===== src/rtl/sevseg_scan_driver.sv =====
// Time-multiplexed hex display driver: one shared decoder, double-buffered value, frame-aligned swap.
// Optional decimal-point support is enabled by defining SEVSEG_DP_EN.
module sevseg_scan_driver #(
  parameter int unsigned DIGITS           = 4,
  parameter int unsigned PRESCALE         = 50000,
  parameter bit          SEG_ACTIVE_LOW   = 1'b1,
  parameter bit          DIGIT_ACTIVE_LOW = 1'b1
) (
  input  logic                  i_clk,
  input  logic                  i_rst_n,
  input  logic                  i_enable,
  input  logic                  i_load,
  input  logic [4*DIGITS-1:0]   i_value,
  input  logic                  i_blank_lz,
`ifdef SEVSEG_DP_EN
  input  logic [DIGITS-1:0]     i_dp_in,
  output logic                  o_dp,
`endif
  output logic [6:0]            o_seg,
  output logic [DIGITS-1:0]     o_an,
  output logic                  o_frame_done
);

  localparam int unsigned PW = $clog2(PRESCALE);
  localparam int unsigned IW = (DIGITS > 1) ? $clog2(DIGITS) : 1;
  localparam logic [PW-1:0] PLast = PW'(PRESCALE - 1);
  localparam logic [IW-1:0] ILast = IW'(DIGITS - 1);
  localparam logic [6:0] SegOff = {7{SEG_ACTIVE_LOW}};
  localparam logic [DIGITS-1:0] AnOff = {DIGITS{DIGIT_ACTIVE_LOW}};

  logic [PW-1:0]       r_presc;
  logic [IW-1:0]       r_idx;
  logic [4*DIGITS-1:0] r_pending;
  logic                r_pending_valid;
  logic [4*DIGITS-1:0] r_display;
  logic                r_frame_done;
  logic [6:0]          r_seg;
  logic [DIGITS-1:0]   r_an;

  logic                w_tick;
  logic                w_frame;
  logic [3:0]          w_nib;
  logic [6:0]          w_seg_act;
  logic [DIGITS-1:0]   w_an_act;
  logic [DIGITS-1:0]   w_blank_mask;
  logic                w_run;
  logic                w_blank;

  assign w_tick   = i_enable && (r_presc == PLast);
  assign w_frame  = w_tick && (r_idx == ILast);
  assign w_nib    = r_display[4*int'(r_idx) +: 4];
  assign w_an_act = DIGITS'(1) << r_idx;
  assign w_blank  = i_blank_lz && w_blank_mask[r_idx];

  // Digit k is blankable when it and every more-significant nibble are zero; digit 0 never is.
  always_comb begin
    w_blank_mask = '0;
    w_run        = 1'b1;
    for (int k = DIGITS - 1; k >= 1; k--) begin
      w_run           = w_run & (r_display[4*k +: 4] == 4'h0);
      w_blank_mask[k] = w_run;
    end
  end

  always_comb begin
    w_seg_act = 7'h00;
    case (w_nib)
      4'h0: w_seg_act = 7'h3F;
      4'h1: w_seg_act = 7'h06;
      4'h2: w_seg_act = 7'h5B;
      4'h3: w_seg_act = 7'h4F;
      4'h4: w_seg_act = 7'h66;
      4'h5: w_seg_act = 7'h6D;
      4'h6: w_seg_act = 7'h7D;
      4'h7: w_seg_act = 7'h07;
      4'h8: w_seg_act = 7'h7F;
      4'h9: w_seg_act = 7'h6F;
      4'hA: w_seg_act = 7'h77;
      4'hB: w_seg_act = 7'h7C;
      4'hC: w_seg_act = 7'h39;
      4'hD: w_seg_act = 7'h5E;
      4'hE: w_seg_act = 7'h79;
      4'hF: w_seg_act = 7'h71;
      default: w_seg_act = 7'h00;
    endcase
  end

  always_ff @(posedge i_clk) begin
    if (!i_rst_n) begin
      r_presc         <= '0;
      r_idx           <= '0;
      r_pending       <= '0;
      r_pending_valid <= 1'b0;
      r_display       <= '0;
      r_frame_done    <= 1'b0;
      r_seg           <= SegOff;
      r_an            <= AnOff;
    end else begin
      if (!i_enable) begin
        r_presc <= '0;
        r_idx   <= '0;
      end else if (w_tick) begin
        r_presc <= '0;
        r_idx   <= (r_idx == ILast) ? '0 : r_idx + 1'b1;
      end else begin
        r_presc <= r_presc + 1'b1;
      end

      r_frame_done <= w_frame;

      // The swap uses the pending value from before this edge; a coincident load waits a frame.
      if (w_frame && r_pending_valid) r_display <= r_pending;
      if (i_load) begin
        r_pending       <= i_value;
        r_pending_valid <= 1'b1;
      end else if (w_frame) begin
        r_pending_valid <= 1'b0;
      end

      if (!i_enable || w_blank) r_seg <= SegOff;
      else                      r_seg <= w_seg_act ^ SegOff;
      r_an <= i_enable ? (w_an_act ^ AnOff) : AnOff;
    end
  end

`ifdef SEVSEG_DP_EN
  logic [DIGITS-1:0] r_dp_pending;
  logic [DIGITS-1:0] r_dp_display;
  logic              r_dp;

  always_ff @(posedge i_clk) begin
    if (!i_rst_n) begin
      r_dp_pending <= '0;
      r_dp_display <= '0;
      r_dp         <= SEG_ACTIVE_LOW;
    end else begin
      if (w_frame && r_pending_valid) r_dp_display <= r_dp_pending;
      if (i_load) r_dp_pending <= i_dp_in;
      r_dp <= i_enable ? (r_dp_display[r_idx] ^ SEG_ACTIVE_LOW) : SEG_ACTIVE_LOW;
    end
  end

  assign o_dp = r_dp;
`endif

  assign o_seg        = r_seg;
  assign o_an         = r_an;
  assign o_frame_done = r_frame_done;

endmodule


===== config.mk =====
export PLATFORM = sky130hd
export DESIGN_NAME = sevseg_scan_driver
export DESIGN_NICKNAME = d
export VERILOG_FILES = /design/src/rtl/sevseg_scan_driver.sv
export SDC_FILE = /design/constraint.sdc
export NUM_CORES = 1
export LEC_CHECK = 0
export ABC_CLOCK_PERIOD_IN_PS = 2550
export BUFFER_PORTS_ARGS = -buffer_cell sky130_fd_sc_hd__buf_2
export CORE_ASPECT_RATIO = 1.1
export CORE_UTILIZATION = 40
export DETAILED_ROUTE_END_ITERATION = 10
export GPL_TIMING_DRIVEN = 0
export PLACE_DENSITY = 0.65
export SETUP_SLACK_MARGIN = 0.5
export SYNTH_ARGS = -nofsm -noshare
export SYNTH_HDL_FRONTEND = slang
export SYNTH_SLANG_ARGS = --single-unit
export TNS_END_PERCENT = 30

===== constraint.sdc =====
create_clock -name i_clk -period 2.55 [get_ports i_clk]
set_clock_uncertainty 0.1 [all_clocks]
set_input_delay 0.6375 -clock i_clk [delete_from_list [all_inputs] [get_ports i_clk]]
set_output_delay 0.6375 -clock i_clk [all_outputs]
set_load 0.03 [all_outputs]

Word-level counts from Yosys, hierarchy flattened. Memory sizes are Yosys's and may differ from the RTL's. Cells that the tools add are included.

$add $sub $neg: 2. Multiply operators: 0. Div/mod/pow operators: 0. $lt $le $gt $ge: 1. Eq/ne operators: 2. Shifts and indexed selects: 2. Multiplexer cells: 5. Bitwise logic cells: 6. Reduce and logical (&&, ||, !) cells: 13.

Operators by type and width (count): 16-bit by 1-bit adder with 16-bit output, second input constant (1); 16-bit equality test, second input constant (1); 16-bit by 5-bit indexed part select with 4-bit output (1); 4-bit zero test (3); 7-bit NOT (1); 1-bit logical AND (4); 4-bit NOT (1); 1-bit by 2-bit << shifter with 4-bit output, first input constant (1); 2-bit by 3-bit < comparator with 1-bit output, second input constant (1); 1-bit 2-to-1 mux (3); 3-bit OR reduction (1); 2-bit by 1-bit adder with 2-bit output, second input constant (1); 1-bit AND (2); 1-bit binary-select mux with 2-bit select (1); 2-bit equality test, second input constant (1); 2-bit 2-to-1 mux (1); 1-bit NOT (2); 2-bit AND reduction (1); 2-bit nonzero test (1); 2-bit OR reduction (1); 1-bit zero test (1); 1-bit logical OR (1).

Register bits: 63. Latch bits: 0. RAM bits: 0. ROM bits: 112. Input bits: 21. Output and inout bits: 12. Word-level logic and storage cells: 40. Memories: 1.

Memories: (name not given) (words 16, width 7, read ports 1, clocked after memory_dff 0, wr ports 0, RTL line 67) `case (w_nib)`.

Longest topological paths before layout. Gate-level depths: netlist of run 1.

Word-level depth: 8. Gate-level depth with buffers: 8. Mapped depth without buffers: 7.

Worst setup path before layout of run 1. OpenSTA, ideal clock, no wires.

Kind: register -> register. Start point: reg r_idx[0]. End point: reg r_seg[3], in the netlist o_seg[3]. Library setup time: 0.134 ns. Data arrival time: 2.124 ns. Path slack: 0.192 ns. Stages on the path, launching flop included: 8. Path buffers: 1. Clock period less this slack: 2.358 ns. Cells stage by stage: dfxtp_1 -> clkbuf_1 -> mux4_2 -> inv_1 -> ha_1 -> inv_1 -> mux4_2 -> nand3b_1.

Longest elaborated chain between the ends: 5. Elaborated cells between the ends (all ways): 8. Classes of those cells: shift: 1; mux: 2; bitwise: 1; reduce/logical: 3; memory: 1.

Ends and longest elaborated chain: start: declaration (RTL line 32) `logic [IW-1:0] r_idx;`; start signal: assignment (RTL line 104) `r_idx <= (r_idx == ILast) ? '0 : r_idx + 1'b1;`; branches (longest 5 deep; another with memory read 16 x 7 bit); end signal: assignment (RTL line 96) `r_seg <= SegOff;`; end signal: assignment (RTL line 120) `if (!i_enable || w_blank) r_seg <= SegOff;`; end signal: assignment (RTL line 121) `else r_seg <= w_seg_act ^ SegOff;`; end: declaration (RTL line 37) `logic [6:0] r_seg;`.

Several ways; the timed one is not identified. The select of a mux whose other input is x is not followed. A chain may end at the register's enable or synchronous reset.

Worst setup path in the final report of run 1. Ends and elaborated chain as after synthesis.

==> run summary, run 1 <==
• finished clean — run status
• 32 — site row count
• 0 — Antenna Diode Count
• o_seg[3]$_SDFF_PP1_ — terminus of the critical flop-to-flop path
• 31.88% — layout cells sized above 1
• 13 — pin count of the biggest net entering global routing
• 2358 — vias in the first global route
• 2.172 ns — clock period minus worst slack
• 6337 µm — DRT Wirelength
• 18.07% — total track usage
• 0.38 ns — register-to-register setup slack
• 43.49% — area share of the largest cell type after synthesis
• 0.001276 mm² — Reg area
• 0.4044 mV — Worst IR Drop VDD
• 0 ns — Setup TNS
• r_idx[0]$_SDFFE_PN0P_ — reg-to-reg critical path startpoint
• yes — TritonCTS clock tree
• r_idx[0]$_SDFFE_PN0P_ — worst setup path startpoint
• reg -> reg — class of the most critical setup path
• 0 — Synthesis Warnings
• 0 — number of enable flip-flop cells after synthesis
• 2 — deepest clock path buffer count
• sky130_fd_sc_hd__dfxtp_1 — most used standard cell by instance count after synthesis
• 0 — initial antenna violation count
• 0 — Final setup viols
• flop — type of origin of the critical path
• 2374 — overall via count from detail_route
• 63 — clk sink count
• buf_8 > mux4_2 > inv_4 > ha_4 > inv_2 > mux4_2 > nand3b_1 — cell chain of the critical path
• yes — setup repair after global routing missed its margin
• 84 — Iter 0 DRT Violations
• 11030 µm — global-route wire length before repair
• 0 — remaining design rule violation count
• 55.54% — worst max-slew margin expressed relative to the limit
• 547.7 mW/mm² — P per Cell Area
• sky130_fd_sc_hd__clkbuf_8 — clock root buffer master
• 85.17% — share of the cycle needed by the critical path after routing
• 14.02 µm — routed length per placed instance
• 394 — number of nets in the finished design
• 7 — number of cells on the worst reg-to-reg path
• 0 — endpoints failing hold
• 41.39% — initial standard-cell utilization of the core
• sky130_fd_sc_hd__dfxtp_1 — cell taking the most area after synthesis
• 0 — total count of max-transition violations in the final report
• 0.3489 ns — final hold slack
• 300 — post-synthesis instance total
• 4 — Initial DRT Pass Iterations
• 0.001683 mm² — area of the multi-input gates
• 2.66 ns — critical path required time
• 9 — Num CTS Buffers
• 0% — post-synthesis async set-or-reset flop share
• 63 — #FFs+latches synth
• 42 — number of distinct library cells after synthesis
• 0.8111 — final weighted congestion in routability-driven placement
• sky130_fd_sc_hd__dfxtp_1 — top_reg_cell synth
• 33 — boundary pin count
• 54.05% — Core Util, Final
• 91.31 µm — Vert. Die Dim
• sky130_fd_sc_hd__dfxtp_1 43%, sky130_fd_sc_hd__mux2i_1 5.9%, sky130_fd_sc_hd__ha_1 4.7%, sky130_fd_sc_hd__nand4_1 4.5%, sky130_fd_sc_hd__nor2b_1 4.3% — cell types with the largest area share after synthesis
• 0.08 ns — clock transition time at the flip-flop clock pins of the worst setup and hold paths
• 0.4604 GHz — Max Clk Rate
• 31 — PortBufs
• 5.252 — via density per instance
• 0.58 ns — peak per-stage delay on the critical path
• 63 x sky130_fd_sc_hd__dfxtp_1, 23 x sky130_fd_sc_hd__nor2_1, 21 x sky130_fd_sc_hd__nand4_1 — most numerous cell types in the synthesized netlist
• reg -> reg — kind of path behind the tightest hold check
• 624 — fillers
• sky130_fd_sc_hd__mux4_2 — crit path max-delay cell type
• 0.34 ns — clock insertion delay at the later pin of the skew report
• 2.28 ns — Worst EP arrival
• 3 — H-tree level count
• 0.001376 µW — standby leakage power
• 0.002900 mm² — Mapped Area
• 0 — Max-Cap Viols
• 4260 µm — half-perimeter wire length of the detailed placement result
• 0.6669 ns — slew of the pin with the lowest slew margin
• flop — nature of the critical path endpoint
• 0 — total congestion overflow
• 332 — net count after synthesis
• o_seg[3]$_SDFF_PP1_ — crit path to
• 9.668 µm² — per-instance average area after synthesis
• 1 — hold-critical path depth
• 0.3781 ns — worst path setup slack after routing
• 7 — critical-path maximum fanout
• 83.19 µm — DIE WIDTH
• 0.04156 ns — worst setup timing slack at the placement stage
• 0 — number of nets with antenna violations after routing
• 43.49% — sequential cell area fraction in the yosys report
• sky130_fd_sc_hd__mux4_2 — most prevalent standard cell on the critical path
• 30.59% — layout overhead on the synthesized area
• 0.007596 mm² — area of the die
• 0.007007 mm² — core region area
## critical path, delay by kind of cell (launching register included)
family	cells	cell delay (ns)
buffers and inverters	3	0.28
multiplexers	2	1.00
flip-flops	1	0.36
AND/OR/NAND/NOR	1	0.16
adder cells (fa/ha/maj)	1	0.14
## layer usage
layer	GRT usage, %	part of all wire, %	vias to the layer above
met5	0	0	-
met4	7.184	1.8	0
met3	4.273	2.8	11
met2	30.94	49	39
met1	21.75	47	1125
li1	-	-	1199
## report_power, final
part | switching (µW) | internal [µW]
registers | 11.7 | 1010
logic | 51.0 | 44.6
clock network | 410 | 551
total | 473 | 1600
## area by class of cell
type	instances	share of cell area (%)
plain buffers	19	3.766
clock buffers	9	3.271
clock inverters	7	2.577
inverters	11	1.222
multi-input cells	207	44.43
flip-flops and latches	63	33.70
well taps	85	2.808
repair buffers	51	8.226
## what timing repair did
item / CTS / global route
hold buffers: 0 / 0
gates resized for setup: 43 / 23
pin swaps: 13 / 2
gates cloned: 1 / 0
setup endpoints to repair: 33 / 34
setup buffers: 15 / 4
## cell usage in the layout (no fill, tap or decap), types with 6 or more instances in the layout
cell                       Yosys  final
sky130_fd_sc_hd__ha_1         11      6
sky130_fd_sc_hd__nand4_1      21     21
sky130_fd_sc_hd__nor2b_1      20     20
sky130_fd_sc_hd__dfxtp_1      63     55
sky130_fd_sc_hd__inv_1        11      8
sky130_fd_sc_hd__mux2i_1      17     17
sky130_fd_sc_hd__a21boi_1      0      7
sky130_fd_sc_hd__clkbuf_8      0     11
sky130_fd_sc_hd__buf_2         2     34
sky130_fd_sc_hd__nand2_1      12     12
sky130_fd_sc_hd__buf_4         0     21
sky130_fd_sc_hd__xnor2_1      13     13
sky130_fd_sc_hd__dfxtp_2       0      6
sky130_fd_sc_hd__nand3_1      10      9
sky130_fd_sc_hd__nor2_1       23     23
sky130_fd_sc_hd__o31ai_1      16      8
sky130_fd_sc_hd__a21boi_0     16      9
sky130_fd_sc_hd__clkbuf_1     16      7
## worst min path at each step
| stage | start | end | slack, ns |
|---|---|---|---|
| 3_5_place_dp | r_presc[0]$_SDFF_PP0_ | r_presc[0]$_SDFF_PP0_ | 0.35 |
| 5_1_grt | r_presc[0]$_SDFF_PP0_ | r_presc[0]$_SDFF_PP0_ | 0.37 |
| 4_1_cts | r_presc[0]$_SDFF_PP0_ | r_presc[0]$_SDFF_PP0_ | 0.33 |
| 2_1_floorplan | r_presc[0]$_SDFF_PP0_ | r_presc[0]$_SDFF_PP0_ | 0.33 |
| 3_3_place_gp | r_presc[0]$_SDFF_PP0_ | r_presc[0]$_SDFF_PP0_ | 0.34 |
| 6_report | r_presc[0]$_SDFF_PP0_ | r_presc[0]$_SDFF_PP0_ | 0.35 |
## sequential cells by signal, indices dropped and copies added (netlist names)
name	flops
r_presc	16
o_an	4
r_display	16
r_idx	2
r_pending	16
o_seg	7
r_pending_valid	1
o_frame_done	1
## logic make-up after synthesis
family / after synthesis / share of synthesized area, %
flops: 63 / 43.49
xor+xnor: 14 / 4.228
compound gates: 47 / 11.73
buf+inv: 30 / 4.228
fa+ha+maj: 11 / 4.745
simple gates: 112 / 21.44
mux: 23 / 10.14
## metrics by stage
stage	power [µW]	instances	cell area, µm²
final	2074	452	3787
after CTS	2096	448	3709
after global placement	1134	416	3197
after floorplan	1100	300	2935
after global routing	2149	452	3787
after detailed placement	1135	416	3197
(Power assumes the default switching activity.)
==> run 2, diff against run 1 <==
CAP_MARGIN = 5   (was unset)
CORE_MARGIN = 5   (was unset)
CORE_UTILIZATION = 23   (was 40)
PLACE_DENSITY = 0.45   (was 0.65)
==> run 2 against run 1 <==
Combinational power increased by 4.4%. Flip-flop and latch count did not move. Critical path type unchanged. Non-clock buffer count down 7. First-iteration DRC count rose by 25%. Via count fell by 0.88%. Global-route usage decreased by 7.7 points.
==> run summary, run 2 (synthesis results as in run 1) <==
• sky130_fd_sc_hd__clkbuf_16 — clock root buffer master, was sky130_fd_sc_hd__clkbuf_8
• 33 — boundary pin count, unchanged
• 0.05 ns — clock transition time at the flip-flop clock pins of the worst setup and hold paths, was 0.08 ns
• sky130_fd_sc_hd__mux4_2 — crit path max-delay cell type, unchanged
• buf_8 > mux4_2 > inv_4 > ha_4 > inv_2 > mux4_2 > nand3b_1 — cell chain of the critical path, unchanged
• 127.8 µm — Vert. Die Dim, was 91.31 µm
• 0.4673 GHz — Max Clk Rate, was 0.4604 GHz
• sky130_fd_sc_hd__mux4_2 — most prevalent standard cell on the critical path, unchanged
• 0 — initial antenna violation count, unchanged
• 0.7629 — final weighted congestion in routability-driven placement, was 0.8111
• 488 — placed cells, was 416
• 622.8 mW/mm² — P per Cell Area, was 547.7 mW/mm²
• flop — nature of the critical path endpoint, unchanged
• 0 — total congestion overflow, unchanged
• 0 — remaining design rule violation count, unchanged
• 83.91% — share of the cycle needed by the critical path after routing, was 85.17%
• yes — TritonCTS clock tree, unchanged
• 0.01248 mm² — core region area, was 0.007007 mm²
• 9 — Num CTS Buffers, unchanged
• 2350 — vias in the first global route, was 2358
• 0.01496 mm² — area of the die, was 0.007596 mm²
• 15.27% — met2 usage, was 30.94%
• 4.551 — via density per instance, was 5.252
• 0.33 ns — clock insertion delay at the later pin of the skew report, was 0.34 ns
• 0.2893 mV — Worst IR Drop VDD, was 0.4044 mV
• 13.62 µm — routed length per placed instance, was 14.02 µm
• 0.001358 µW — standby leakage power, was 0.001376 µW
• 105 — Iter 0 DRT Violations, was 84
• 0.57 ns — peak per-stage delay on the critical path, was 0.58 ns
• 56 x sky130_fd_sc_hd__dfxtp_1, 32 x sky130_fd_sc_hd__buf_2, 23 x sky130_fd_sc_hd__nor2_1, 21 x sky130_fd_sc_hd__nand4_1, 20 x sky130_fd_sc_hd__nor2b_1 — top library cells by usage in the layout, fill and taps aside, was 55 x sky130_fd_sc_hd__dfxtp_1, 34 x sky130_fd_sc_hd__buf_2, 23 x sky130_fd_sc_hd__nor2_1, 21 x sky130_fd_sc_hd__buf_4, 21 x sky130_fd_sc_hd__nand4_1
• 31.32% — layout overhead on the synthesized area, was 30.59%
• 11 — pin count of the biggest net entering global routing, was 13
• 2 — deepest clock path buffer count, unchanged
• 10.40% — total track usage, was 18.07%
• 0 — Post-CTS Hold Fix Bufs, unchanged
• 3.730% — routing usage on met3, was 4.273%
• 3 — H-tree level count, unchanged
• multiplexers — Crit path max-delay family, unchanged
• 0 — Antenna Diode Count, unchanged
• 13.41% — GR Layer Usage met1, was 21.75%
• flop — type of origin of the critical path, unchanged
• 5056 µm — half-perimeter wire length of the detailed placement result, was 4260 µm
• reg -> reg — class of the most critical setup path, unchanged
• 2.23 ns — Worst EP arrival, was 2.28 ns
• r_display: 16 flops, r_pending: 16 flops, r_presc: 16 flops — largest registers ranked by flip-flop count, unchanged
• yes — setup repair after global routing missed its margin, unchanged
• 0 — Max-Cap Viols, unchanged
• 517 — non-filler instance count after layout, was 452
• 27.78% — layout cells sized above 1, was 31.88%
• 0 — endpoints failing hold, unchanged
• 2.140 ns — clock period minus worst slack, was 2.172 ns
• 53.50% — worst max-slew margin expressed relative to the limit, was 55.54%
• 4 — Initial DRT Pass Iterations, unchanged
• 2372 µW — Tot Pwr, was 2074 µW
• 3 — worst path buffer plus inverter count, unchanged
• 7 — critical-path maximum fanout, unchanged
• sky130_fd_sc_hd__dfxtp_1 — most frequent standard cell in the layout excluding fill and tap cells, unchanged
• 23.24% — initial standard-cell utilization of the core, was 41.39%
• 117.1 µm — DIE WIDTH, was 83.19 µm
• finished clean — run status, unchanged
• met2 — most used routing layer in global routing, unchanged
• 2353 — overall via count from detail_route, was 2374
• 0 — Final setup viols, unchanged
• 0 — total count of max-transition violations in the final report, unchanged
• 63 — clk sink count, unchanged
• 2.64 ns — critical path required time, was 2.66 ns
• 7040 µm — DRT Wirelength, was 6337 µm
• 0.6975 ns — slew of the pin with the lowest slew margin, was 0.6669 ns
• reg -> reg — kind of path behind the tightest hold check, unchanged
• 43 — site row count, was 32
• 387 — number of nets in the finished design, was 394
• 31 — PortBufs, unchanged
• 0 — number of nets with antenna violations after routing, unchanged
• 11960 µm — global-route wire length before repair, was 11030 µm
[run 2: routing by layer]
metal,part of all wire (%),wire [µm]
met1,47,3304
met2,46,3204
met3,5.2,364
met4,2.4,168
met5,0,0
[run 2: path summary, 6_finish.rpt]
check                        startpoint                     to  slack, ns  depth (start not counted)
setup / recovery  r_idx[0]$_SDFFE_PN0P_    o_seg[3]$_SDFF_PP1_       0.41                          7
hold / removal    r_presc[0]$_SDFF_PP0_  r_presc[0]$_SDFF_PP0_       0.36                          1
setup reg to reg  r_idx[0]$_SDFFE_PN0P_    o_seg[3]$_SDFF_PP1_       0.41                          7
hold reg to reg   r_presc[0]$_SDFF_PP0_  r_presc[0]$_SDFF_PP0_       0.36                          1
[run 2: layout make-up]
cell class	instances	area, µm²
plain buffers	19	116.4
well taps	157	196.4
inverters	11	43.79
clock inverters	3	40.04
clock buffers	13	270.3
flip-flops and latches	63	1270
repair buffers	44	252.7
fillers	1341	8673
multi-input cells	207	1619
[run 2: what timing repair did]
action | CTS | global route
endpoints found under the setup margin | 33 | 38
resized for setup | 29 | 8
setup buffers | 9 | 4
pin swaps | 8 | 1
[run 2: power breakdown]
group / total, µW / switching (µW) / internal [µW]
Clock: 1250 / 419 / 832
Sequential: 1020 / 11.9 / 1010
Combinational: 99.8 / 54.2 / 45.6
[run 2: metrics by stage]
step / TNS [ns] / area, µm² / hold slack [ns] / utilization (%) / setup slack (ns)
5_1_grt: 0 / 3809 / 0.3827 / 30.51 / 0.3227
2_1_floorplan: 0 / 2935 / 0.3303 / - / 0.4420
4_1_cts: 0 / 3760 / 0.3558 / 30.12 / 0.3740
3_3_place_gp: -0.06507 / 3287 / 0.3445 / 26.33 / -0.04183
6_report: 0 / 3809 / 0.3584 / 30.51 / 0.4102
3_5_place_dp: -0.2647 / 3287 / 0.3558 / 26.33 / -0.05154
==> run 3, diff against run 2 <==
ABC_AREA = 1   (was unset)
ABC_CLOCK_PERIOD_IN_PS = 2000   (was 2550)
PLACE_DENSITY = 0.43   (was 0.45)
clock period = 2 ns   (was 2.55 ns; I/O delays follow)
==> run 3 against run 2 <==
Global-route usage fell by 0.55 points. Synthesized cell count rose by 34%. Largest power group unchanged. Via count grew 14%. Worst setup slack lost 0.058 ns. Routed wire length is 3.5% higher. Largest cell class unchanged.
==> run summary, run 3 <==
• 43.24% — sequential cell area fraction in the yosys report, was 43.49%
• 0 — total count of max-transition violations in the final report, unchanged
• yes — TritonCTS clock tree, unchanged
• 11940 µm — global-route wire length before repair, was 11960 µm
• 0 — Synthesis Warnings, unchanged
• 0 — Max-Cap Viols, unchanged
• 0 — Final setup viols, unchanged
• sky130_fd_sc_hd__dfxtp_1 43%, sky130_fd_sc_hd__nand2_1 10%, sky130_fd_sc_hd__nor2_1 8.5%, sky130_fd_sc_hd__inv_1 5.3%, sky130_fd_sc_hd__ha_1 4.7% — cell types with the largest area share after synthesis, was sky130_fd_sc_hd__dfxtp_1 43%, sky130_fd_sc_hd__mux2i_1 5.9%, sky130_fd_sc_hd__ha_1 4.7%, sky130_fd_sc_hd__nand4_1 4.5%, sky130_fd_sc_hd__nor2b_1 4.3%
• o_seg[4]$_SDFF_PP1_ — crit path to, was o_seg[3]$_SDFF_PP1_
• 0.6069 GHz — Max Clk Rate, was 0.4673 GHz
• 0.06 ns — clock transition time at the flip-flop clock pins of the worst setup and hold paths, was 0.05 ns
• 1.82 ns — Worst EP arrival, was 2.23 ns
• 10 — number of cells on the worst reg-to-reg path, was 7
• 0 — number of nets with antenna violations after routing, unchanged
• 43.24% — area share of the largest cell type after synthesis, was 43.49%
• 0.35 ns — register-to-register setup slack, was 0.41 ns
• 9 — Num CTS Buffers, unchanged
• yes — setup repair after global routing missed its margin, unchanged
• 0.001604 µW — standby leakage power, was 0.001358 µW
• 5101 µm — half-perimeter wire length of the detailed placement result, was 5056 µm
• 11.51 µm — routed length per placed instance, was 13.62 µm
• 0 — initial antenna violation count, unchanged
• 89 — Iter 0 DRT Violations, was 105
• 0 — Post-CTS Hold Fix Bufs, unchanged
• 0 — Antenna Diode Count, unchanged
• 14.88% — met2 usage, was 15.27%
• 128.1 µm — Vert. Die Dim, was 127.8 µm
• 0 — number of enable flip-flop cells after synthesis, unchanged
• 0.2951 mV — Worst IR Drop VDD, was 0.2893 mV
• flop — type of origin of the critical path, unchanged
• sky130_fd_sc_hd__clkbuf_16 — clock root buffer master, unchanged
• 0.01504 mm² — area of the die, was 0.01496 mm²
• 434 — net count after synthesis, was 332
• finished clean — run status, unchanged
• 3 — H-tree level count, unchanged
• 32 — PortBufs, was 31
• 0.002917 mm² — Mapped Area, was 0.002900 mm²
• 1.648 ns — clock period minus worst slack, was 2.140 ns
• 0% — post-synthesis async set-or-reset flop share, unchanged
• 0.1944 ns — worst setup timing slack at the placement stage, was -0.05154 ns
• 39.38% — layout overhead on the synthesized area, was 31.32%
• r_idx[0]$_SDFFE_PN0P_ — worst setup path startpoint, unchanged
• 2674 — overall via count from detail_route, was 2353
• 0.33 ns — clock insertion delay at the later pin of the skew report, about the same
• 82.38% — share of the cycle needed by the critical path after routing, was 83.91%
• 63 — clk sink count, unchanged
• 4 — Initial DRT Pass Iterations, unchanged
• 0.01254 mm² — core region area, was 0.01248 mm²
• 2.17 ns — critical path required time, was 2.64 ns
• 33 — boundary pin count, unchanged
• 63 — #FFs+latches synth, unchanged
• 81 x sky130_fd_sc_hd__nand2_1, 66 x sky130_fd_sc_hd__nor2_1, 63 x sky130_fd_sc_hd__dfxtp_1 — most numerous cell types in the synthesized netlist, was 63 x sky130_fd_sc_hd__dfxtp_1, 23 x sky130_fd_sc_hd__nor2_1, 21 x sky130_fd_sc_hd__nand4_1
• buf_6 > nand2_2 > nand2_2 > o21ai_4 > inv_2 > buf_4 > ha_1 > nand2_1 > nand3_1 > nand3_1 — cell chain of the critical path, was buf_8 > mux4_2 > inv_4 > ha_4 > inv_2 > mux4_2 > nand3b_1
• 0 — endpoints failing hold, unchanged
• 769.8 mW/mm² — P per Cell Area, was 622.8 mW/mm²
• 7283 µm — DRT Wirelength, was 7040 µm
• 0.3524 ns — worst path setup slack after routing, was 0.4102 ns
• 0.003341 mm² — Area after DPL, was 0.003287 mm²
• 29.41% — layout cells sized above 1, was 27.78%
• sky130_fd_sc_hd__dfxtp_4 — crit path max-delay cell type, was sky130_fd_sc_hd__mux4_2
• sky130_fd_sc_hd__nand2_1 — most used standard cell by instance count after synthesis, was sky130_fd_sc_hd__dfxtp_1
• 5 — critical-path maximum fanout, was 7
• 0 — total congestion overflow, unchanged
• 0.004065 mm² — area of all placed cells without fillers, was 0.003809 mm²
• 402 — post-synthesis instance total, was 300
• 69 x sky130_fd_sc_hd__nand2_1, 61 x sky130_fd_sc_hd__nor2_1, 55 x sky130_fd_sc_hd__dfxtp_1, 37 x sky130_fd_sc_hd__inv_1, 34 x sky130_fd_sc_hd__buf_2 — top library cells by usage in the layout, fill and taps aside, was 56 x sky130_fd_sc_hd__dfxtp_1, 32 x sky130_fd_sc_hd__buf_2, 23 x sky130_fd_sc_hd__nor2_1, 21 x sky130_fd_sc_hd__nand4_1, 20 x sky130_fd_sc_hd__nor2b_1
• 2.383% — routing usage on met3, was 3.730%
• r_display: 16 flops, r_pending: 16 flops, r_presc: 16 flops — largest registers ranked by flip-flop count, unchanged
• 0.7567 — final weighted congestion in routability-driven placement, was 0.7629
• 9.852% — total track usage, was 10.40%
• 0.37 ns — peak per-stage delay on the critical path, was 0.57 ns
• sky130_fd_sc_hd__nand2_1 — most frequent standard cell in the layout excluding fill and tap cells, was sky130_fd_sc_hd__dfxtp_1
• 0 ns — Setup TNS, unchanged
• 0 — remaining design rule violation count, unchanged
• met2 — most used routing layer in global routing, unchanged
• 2 — deepest clock path buffer count, unchanged
• 4.224 — via density per instance, was 4.551
• 3129 µW — Tot Pwr, was 2372 µW
• sky130_fd_sc_hd__dfxtp_1 — cell taking the most area after synthesis, unchanged
• 67.82% — worst max-slew margin expressed relative to the limit, was 53.50%
• flop — nature of the critical path endpoint, unchanged
• 503 — number of nets in the finished design, was 387
• 0.4827 ns — slew of the pin with the lowest slew margin, was 0.6975 ns
• 23.27% — initial standard-cell utilization of the core, was 23.24%
• 32.43% — Core Util, Final, was 30.51%
• o_seg[4]$_SDFF_PP1_ — terminus of the critical flop-to-flop path, was o_seg[3]$_SDFF_PP1_
• 117.4 µm — DIE WIDTH, was 117.1 µm
• 13 — pin count of the biggest net entering global routing, was 11
• sky130_fd_sc_hd__dfxtp_1 — top_reg_cell synth, unchanged
• 12.53% — GR Layer Usage met1, was 13.41%
• r_idx[0]$_SDFFE_PN0P_ — reg-to-reg critical path startpoint, unchanged
• 43 — site row count, unchanged
• 7.255 µm² — per-instance average area after synthesis, was 9.668 µm²
• 2547 — vias in the first global route, was 2350
• reg -> reg — class of the most critical setup path, unchanged
• in -> reg — kind of path behind the tightest hold check, was reg -> reg
• 28 — number of distinct library cells after synthesis, was 42
## run 3: changes by cell type after synthesis, moves of 5 or more
cell | previous run | this run
sky130_fd_sc_hd__mux4_2 | 5 | 0
sky130_fd_sc_hd__nor2b_1 | 20 | 0
sky130_fd_sc_hd__clkbuf_1 | 16 | 7
sky130_fd_sc_hd__nand2_1 | 12 | 81
sky130_fd_sc_hd__a21oi_1 | 3 | 25
sky130_fd_sc_hd__nand3_1 | 10 | 24
sky130_fd_sc_hd__a21boi_0 | 16 | 0
sky130_fd_sc_hd__inv_1 | 11 | 41
sky130_fd_sc_hd__nor4_1 | 5 | 0
sky130_fd_sc_hd__mux2i_1 | 17 | 0
sky130_fd_sc_hd__xnor2_1 | 13 | 2
sky130_fd_sc_hd__o21ai_0 | 2 | 27
sky130_fd_sc_hd__nor2_1 | 23 | 66
sky130_fd_sc_hd__o31ai_1 | 16 | 0
## run 3: critical path, delay by kind of cell, from the launching register on
| family | cells | cell delay, ns |
|---|---|---|
| AOI/OAI and AO/OA | 1 | 0.21 |
| adders and majority gates | 1 | 0.16 |
| buffers and inverters | 3 | 0.39 |
| DFF | 1 | 0.37 |
| and+or+nand+nor | 5 | 0.35 |
## run 3: report_power, final
group,internal [µW],switching [µW]
Sequential,1290,8.61
Clock,1090,596
Combinational,53.1,94.3
## run 3: metal layers
layer	up-vias	part of all wire (%)	wire length (µm)
li1	1444	-	-
met1	1170	49	3584
met2	45	45	3262
met3	15	2.9	209
met4	0	3.1	226
met5	-	0	0
## run 3: area by class of cell
cell class / instances / area [µm²]
Buffer: 15 / 117.6
Timing Repair Buffer: 58 / 379.1
Inverter: 44 / 183.9
Fill cell: 1332 / 8471
Multi-Input combinational cell: 280 / 1589
Clock inverter: 7 / 97.59
Sequential cell: 63 / 1276
Tap cell: 157 / 196.4
Clock buffer: 9 / 225.2
## run 3: worst min-delay path by stage
stage | start | end | slack, ns | cells after the start
2_1_floorplan | r_presc[0]$_SDFF_PP0_ | r_presc[0]$_SDFF_PP0_ | 0.32 | 1
3_3_place_gp | r_presc[0]$_SDFF_PP0_ | r_presc[0]$_SDFF_PP0_ | 0.33 | 1
3_5_place_dp | r_presc[0]$_SDFF_PP0_ | r_presc[0]$_SDFF_PP0_ | 0.34 | 1
4_1_cts | i_value[7] | r_pending[7]$_SDFFE_PN0P_ | 0.33 | 3
5_1_grt | i_value[8] | r_pending[8]$_SDFFE_PN0P_ | 0.35 | 3
6_report | i_value[14] | r_pending[14]$_SDFFE_PN0P_ | 0.35 | 3
## run 3: per-stage QoR
step / hold slack, ns / std cells
floorplan: 0.3189 / 402
global placement: 0.3324 / 591
detailed placement: 0.3396 / 591
CTS: 0.3327 / 619
global route: 0.3452 / 633
finish: 0.3460 / 633
## run 3: cell families after synthesis
family                   share of synthesized area (%)
AND/OR/NAND/NOR                                  32.56
XOR/XNOR                                        0.6007
flip-flops                                       43.24
adder cells (fa/ha/maj)                          4.719
buffers and inverters                            9.009
AO/OA/AOI/OAI                                    9.867
## run 3: what timing repair did
item | 4_1_cts | 5_1_grt
cloned | 1 | 1
endpoints found under the setup margin | 38 | 41
resized for setup | 17 | 35
buffers inserted | 11 | 13
pin swaps | 6 | 17
endpoints found under the hold margin | 0 | 0
